--- config.mk ---
export PLATFORM = sky130hd
export DESIGN_NAME = cic3_row_readout
export DESIGN_NICKNAME = d
export VERILOG_FILES = /design/src/rtl/cic3_row_readout.sv
export SDC_FILE = /design/constraint.sdc
export NUM_CORES = 2
export LEC_CHECK = 0
export ABC_AREA = 1
export BUFFER_PORTS_ARGS = -buffer_cell sky130_fd_sc_hd__buf_2
export CAP_MARGIN = 5
export CORE_MARGIN = 4
export CORE_UTILIZATION = 32
export CTS_CLUSTER_DIAMETER = 80
export DETAILED_ROUTE_END_ITERATION = 6
export GPL_ROUTABILITY_DRIVEN = 1
export PLACE_DENSITY = 0.53
export REMOVE_ABC_BUFFERS = 1
export SYNTH_ARGS = -nofsm -noshare
export SYNTH_HDL_FRONTEND = slang
export SYNTH_SLANG_ARGS = --single-unit
--- constraint.sdc ---
create_clock -name clk -period 3 [get_ports clk]
set_input_delay 0.45 -clock clk [delete_from_list [all_inputs] [get_ports clk]]
set_output_delay 0.45 -clock clk [all_outputs]
set_load 0.005 [all_outputs]
--- src/rtl/cic3_row_readout.sv ---
// Readout stage behind the CIC3 filter row. Once per decimation period it takes a snapshot of
// every channel word, then streams the words one channel per valid/ready beat.
module cic3_row_readout #(
    parameter int NUM_CH        = 24,
    parameter int WORD_W        = 25,
    parameter int DECIM_RATIO   = 32,
    parameter int CAPTURE_PHASE = 16,
    parameter int CH_W          = $clog2(NUM_CH)
) (
    input  logic                     clk,
    input  logic                     reset_n,
    input  logic                     enable,
    input  logic [NUM_CH*WORD_W-1:0] filt_in,
    output logic [WORD_W-1:0]        dout,
    output logic [CH_W-1:0]          dout_ch,
    output logic                     dout_valid,
    input  logic                     dout_ready,
    output logic                     frame_start,
    output logic [7:0]               frame_cnt,
    output logic                     overrun,
    input  logic                     overrun_clr
);
    localparam int DCNT_W = (DECIM_RATIO > 1) ? $clog2(DECIM_RATIO) : 1;

    typedef enum logic {IDLE, STREAM} state_t;

    state_t                        state_q, state_d;
    logic [DCNT_W-1:0]             dcnt_q, dcnt_d;
    logic [NUM_CH-1:0][WORD_W-1:0] snap_q, snap_d;
    logic [CH_W-1:0]               ch_idx_q, ch_idx_d;
    logic [WORD_W-1:0]             dout_q, dout_d;
    logic                          dout_valid_q, dout_valid_d;
    logic                          frame_start_q, frame_start_d;
    logic [7:0]                    frame_cnt_q, frame_cnt_d;
    logic                          overrun_q, overrun_d;

    logic capture_evt;
    logic accept;
    logic last_beat;
    logic load;

    assign capture_evt = enable && (dcnt_q == DCNT_W'(CAPTURE_PHASE));
    assign accept      = dout_valid_q && dout_ready;
    assign last_beat   = (ch_idx_q == CH_W'(NUM_CH - 1));
    // A capture coinciding with the final accepted beat chains straight into the next frame.
    assign load        = capture_evt &&
                         ((state_q == IDLE) || (accept && last_beat));

    always_comb begin
        dcnt_d        = '0;
        state_d       = state_q;
        snap_d        = snap_q;
        ch_idx_d      = ch_idx_q;
        dout_d        = dout_q;
        dout_valid_d  = dout_valid_q;
        frame_start_d = frame_start_q;
        frame_cnt_d   = frame_cnt_q;
        overrun_d     = overrun_q && !overrun_clr;

        if (enable && (dcnt_q != DCNT_W'(DECIM_RATIO - 1))) begin
            dcnt_d = dcnt_q + DCNT_W'(1);
        end

        if (load) begin
            state_d       = STREAM;
            snap_d        = filt_in;
            ch_idx_d      = '0;
            dout_d        = filt_in[WORD_W-1:0];
            dout_valid_d  = 1'b1;
            frame_start_d = 1'b1;
            frame_cnt_d   = frame_cnt_q + 8'd1;
        end else if (state_q == STREAM) begin
            if (capture_evt) begin
                overrun_d = 1'b1;
            end
            if (accept && last_beat) begin
                state_d       = IDLE;
                dout_valid_d  = 1'b0;
                frame_start_d = 1'b0;
            end else if (accept) begin
                ch_idx_d      = ch_idx_q + CH_W'(1);
                dout_d        = snap_q[ch_idx_q + CH_W'(1)];
                frame_start_d = 1'b0;
            end
        end
    end

    always_ff @(posedge clk or negedge reset_n) begin
        if (!reset_n) begin
            state_q       <= IDLE;
            dcnt_q        <= '0;
            snap_q        <= '0;
            ch_idx_q      <= '0;
            dout_q        <= '0;
            dout_valid_q  <= 1'b0;
            frame_start_q <= 1'b0;
            frame_cnt_q   <= '0;
            overrun_q     <= 1'b0;
        end else begin
            state_q       <= state_d;
            dcnt_q        <= dcnt_d;
            snap_q        <= snap_d;
            ch_idx_q      <= ch_idx_d;
            dout_q        <= dout_d;
            dout_valid_q  <= dout_valid_d;
            frame_start_q <= frame_start_d;
            frame_cnt_q   <= frame_cnt_d;
            overrun_q     <= overrun_d;
        end
    end

    assign dout        = dout_q;
    assign dout_ch     = ch_idx_q;
    assign dout_valid  = dout_valid_q;
    assign frame_start = frame_start_q;
    assign frame_cnt   = frame_cnt_q;
    assign overrun     = overrun_q;

endmodule

### Word-level counts from Yosys, hierarchy flattened

Cells that the tools add are included.

| word-level totals | value |
|---|---|
| register bits after elaboration | 647 |
| input port bits | 605 |
| output and inout bits | 41 |
| logic and storage cells | 80 |

| operators by class | value |
|---|---|
| add/sub/neg operators | 3 |
| $lt $le $gt $ge | 1 |
| eq/ne operators | 4 |
| multiplexer cells | 24 |
| bitwise gates (word level) | 1 |
| reduce and logical (&&, ||, !) cells | 15 |

Operator list:

| kind | number |
|---|---|
| 25-bit binary-select mux with 5-bit select | 1 |
| 25-bit two-way mux | 5 |
| 5-bit two-way mux | 5 |
| 1-bit two-way mux | 13 |
| 5-bit by 1-bit adder with 5-bit output, second input constant | 2 |
| 5-bit == test, second input constant | 2 |
| 8-bit by 1-bit adder with 8-bit output, second input constant | 1 |
| 1-bit logical AND | 6 |
| 5-bit by 6-bit less-than comparator with 1-bit output, second input constant | 1 |
| 2-bit nonzero test | 3 |
| 5-bit != test, second input constant | 1 |
| 2-bit AND reduction | 2 |
| 3-bit AND reduction | 1 |
| 3-bit nonzero test | 1 |
| 2-bit != test, second input constant | 1 |
| 1-bit logical NOT | 1 |
| 1-bit logical OR | 1 |
| 1-bit NOT | 1 |

### Longest topological paths before layout

| logic depth | value |
|---|---|
| depth in word-level cells | 7 |
| mapped depth | 15 |
| gate-level depth less buffers | 12 |

### Worst setup path before layout

Ideal clock, no wire load.

| path | value |
|---|---|
| path kind | reg-to-reg |
| start | register ch_idx_q[1] (netlist: dout_ch[1]) |
| end | register dout_q[24] (netlist: dout[24]) |
| library setup time | 77 ps |
| arrival | 1823 ps |
| required time | 2923 ps |
| slack | 1099 ps |
| stages on the path, launching flop included | 13 |
| buffers on the path | 3 |
| clock period less this slack | 1901 ps |
| cell sequence | dfrtp_1 > ha_1 > clkbuf_2 > buf_2 > buf_1 > o21ai_0 > o21ai_1 > nand2_1 > nand2_1 > nand2_1 > nand2_1 > nand2_1 > a21oi_1 |

| on the way | value |
|---|---|
| cells in the longest elaborated chain, start to end | 7 |
| elaborated cells on any way between the ends | 15 |
| those cells by class | add/sub (1); eq/ne (2); mux (6); reduce/logical (6) |

RTL lines:

| element | line | source |
|---|---|---|
| start: declaration | 30 | `logic [CH_W-1:0] ch_idx_q, ch_idx_d;` |
| start signal: assignment | 103 | `ch_idx_q <= ch_idx_d;` |
| 5-bit by 1-bit adder with 5-bit output | 82 | `dout_d = snap_q[ch_idx_q + CH_W'(1)];` |
| 25-bit binary-select mux with 5-bit select | 82 |  |
| 25-bit two-way mux (implied by the code) | 82 |  |
| 25-bit two-way mux | 80 | `end else if (accept) begin` |
| 25-bit two-way mux | 76 | `if (accept && last_beat) begin` |
| 25-bit two-way mux | 72 | `end else if (state_q == STREAM) begin` |
| 25-bit two-way mux | 64 | `if (load) begin` |
| end signal: assignment | 104 | `dout_q <= dout_d;` |
| end: declaration | 31 | `logic [WORD_W-1:0] dout_q, dout_d;` |

Parallel ways exist; a longest one is shown, timed or not. The select of a mux whose other input is x is not followed.
A chain may end at the register's enable or synchronous reset.

### Final worst setup path

| path | value |
|---|---|
| start | register ch_idx_q[0] (netlist: dout_ch[0]) |
| end | output port dout_ch[0] |

RTL lines:

| element | line | source |
|---|---|---|
| end: declaration | 15 | `output logic [CH_W-1:0] dout_ch,` |

No word-level cell between the ends.

==> impl_metrics.toml <==
[synth]
ys_warn_count = 0
ys_dominant_reg_cell = "dfrtp_1"
ys_top_cells_by_count = "nand2_1, dfrtp_1, nand3_1"
ys_types = 31
ys_top_cells_by_area = "dfrtp_1, nand2_1, nand3_1"
syn_area_um2 = 30700
syn_avg_cell_area_um2 = 7.39
yosysTopAreaCellShare = 0.527
yosysMostFrequentCell = "nand2_1"
netlist_instances = 4155
yosysTopAreaCell = "dfrtp_1"
async_reset_ff_frac = 1.00
yosysSeqAreaShare = 0.527
synth-seq-cells = 647
synth_edf_count = 0

[min_path]
min_path_type = "in -> reg"
min_from = "filt_in[594]"

[sta]
fmax_mhz = 363
skew_ps = 20.7
rsz0062_at_grt = "false"
setup-violations-final = 0
period_needed_ps = 2760
slew_viol_final = 0
fin_crit_sh = 0.919
slew_headroom = 0.416
setup_slack_ps = 242
worst_pin_slew_ps = 877
hold_viol = 0
finalSetupTns_ps = 0

[floorplan]
core.rowCount = 113
ios = 646
die_w_um = 318
die_y_um = 318
coreArea_um2 = 95200
start_util = 0.323
dieArea_um2 = 101000

[cells_and_area]
nets = 5632
area_growth_pct = 34.3
drive_gt1_frac = 0.173
final_core_util = 0.434
final_cells = 6347
fillCellCount = 9601
insertedDiodeCount = 0

[drt]
viasPerCell = 4.65
vias = 29535
final_antenna_net_count = 0
wl_per_cell_um = 18.3
totalWireLength_um = 116000
drtIter0Drc = 2282
drc_errors = 0
drtPass1Iterations = 7

[worst_setup_path]
cp-endpoint = "dout_ch[0]"
reg2reg_setup_slack_ps = 350
critical_path_arrival_ps = 2310
path_class = "reg -> out"
required_ps = 2550
rr_endpoint = "snap_q[500]$_DFFE_PN0P_"
end_kind = "output port"
worstRegToRegCells = 10
cp_max_fo = 80
reg2reg_from = "dout_ch[1]$_DFFE_PN0P_"
worstSetupStartpoint = "dout_ch[0]$_DFFE_PN0P_"
startpoint_type = "flop"

[global_route]
antenna_found_initial = 1
grt_pass1_wl_um = 179000
grt_max_degree = 169
grt-ovfl-total = 0
grt_pass1_vias = 30219
grt.total_usage = 0.226

[clock_tree]
clkTransAtPathRegs_ps = 60
cts_resized = 0
numCtsBuffers = 79
cts_root_buf = "clkbuf_16"
htree_levels = 3
cts_tree = "done"
clk_latency_ps = 650
cts_sinks = 647
clockBufferDepth = 3

[power]
pwr-share-comb = 0.054
intPower_mw = 15.3
p_switching_mw = 4.42
p_seq_frac = 0.444
switching_share = 0.225
total_power_mw = 19.7
clockPowerShare = 0.502
cellLeakagePower_nw = 22.6
power.density_nw_per_um2 = 477
ir_drop_mv = 0.392

[flow_run]
drv_cap = 0

[placement]
globalplace.congestion = 0.836
dp_cells = 5889
port_buffers = 645
pre_cts_ws_ps = 417
dpl.hpwl_um = 77800

[status]
status = "finished clean"
-- cell families after synthesis --
kind of cell / after synthesis / share of synthesized area
AOI/OAI and AO/OA: 286 / 0.0490
adders and majority gates: 5 / 0.00204
DFF: 647 / 0.527
and+or+nand+nor: 2818 / 0.358
buffers and inverters: 390 / 0.0607
xor gates and xnor gates: 9 / 0.00306
-- area by class of cell --
| type | instances | area, um^2 | share of cell area |
|---|---|---|---|
| Sequential cell | 647 | 16200 | 0.393 |
| Inverter | 124 | 483 | 0.0117 |
| Clock inverter | 32 | 408 | 0.00989 |
| Clock buffer | 109 | 2240 | 0.0544 |
| Multi-Input combinational cell | 3118 | 12700 | 0.309 |
| Timing Repair Buffer | 1052 | 7610 | 0.185 |
| Tap cell | 1265 | 1580 | 0.0384 |
-- worst min path at each step --
| stage | endpoint | cells after the start |
|---|---|---|
| CTS | snap_q[148]$_DFFE_PN0P_ | 3 |
| global route | snap_q[126]$_DFFE_PN0P_ | 3 |
| detailed placement | frame_cnt[6]$_DFFE_PN0P_ | 1 |
| global placement | frame_cnt[6]$_DFFE_PN0P_ | 1 |
| floorplan | dcnt_q[0]$_DFF_PN0_ | 0 |
| finish | snap_q[594]$_DFFE_PN0P_ | 3 |
-- cell usage in the layout, fill, tap and decap left out, types with 4 or more instances in the layout --
master,Yosys,layout
a21oi_1,77,77
buf_12,0,42
buf_2,159,644
buf_4,39,48
bufinv_16,0,8
clkbuf_1,46,17
clkbuf_16,0,81
clkbuf_8,0,11
clkinv_2,0,17
dfrtp_1,647,646
dlygate4sd3_1,0,317
ha_1,5,4
inv_1,117,117
inv_2,7,4
nand2_1,2438,2436
nand3_1,308,308
nor2_1,64,63
o211ai_1,25,25
o21ai_0,74,74
o21ai_1,105,105
xnor2_1,4,4
-- per-layer routing --
layer	track usage	vias to the layer above	wire, um
met3	0.0385	247	5590
met5	0	-	0
met1	0.298	13864	51000
li1	-	14603	-
met4	0.111	0	6200
met2	0.360	821	53200
-- critical path, stage by stage, from the launching register on --
cell	delay, ps
dfrtp_4	420
buf_4	250
buf_4	680
buf_2	260
-- power groups by stage --
stage               clock network, mW  registers, mW  logic, mW
floorplan                           0           8.90     0.0175
CTS                              10.1           8.74       1.07
global route                     10.5           8.73       1.15
finish                           9.88           8.74       1.05
detailed placement                  0           8.90      0.740
global placement                    0           8.90      0.744
-- metrics by stage --
stage	hold slack (ps)	area, um^2
5_1_grt	3.78	41300
2_1_floorplan	154	29300
6_report	32.8	41300
3_5_place_dp	396	35400
4_1_cts	0.0669	41300
3_3_place_gp	396	35400
-- what timing repair did --
| item | CTS | global route |
|---|---|---|
| hold buffers | 317 | 0 |
| buffers inserted | 0 | 0 |
| hold endpoints to repair | 351 | 0 |
| endpoints found under the setup margin | 0 | 0 |
-- sequential cells by signal, indices dropped and copies added, names as in the netlist --
register and count:
dcnt_q 5, dout 25, dout_ch 5, dout_valid 1, frame_cnt 8, frame_start 1, overrun 1, snap_q 600
state_q 1
(Power assumes the default switching activity.)
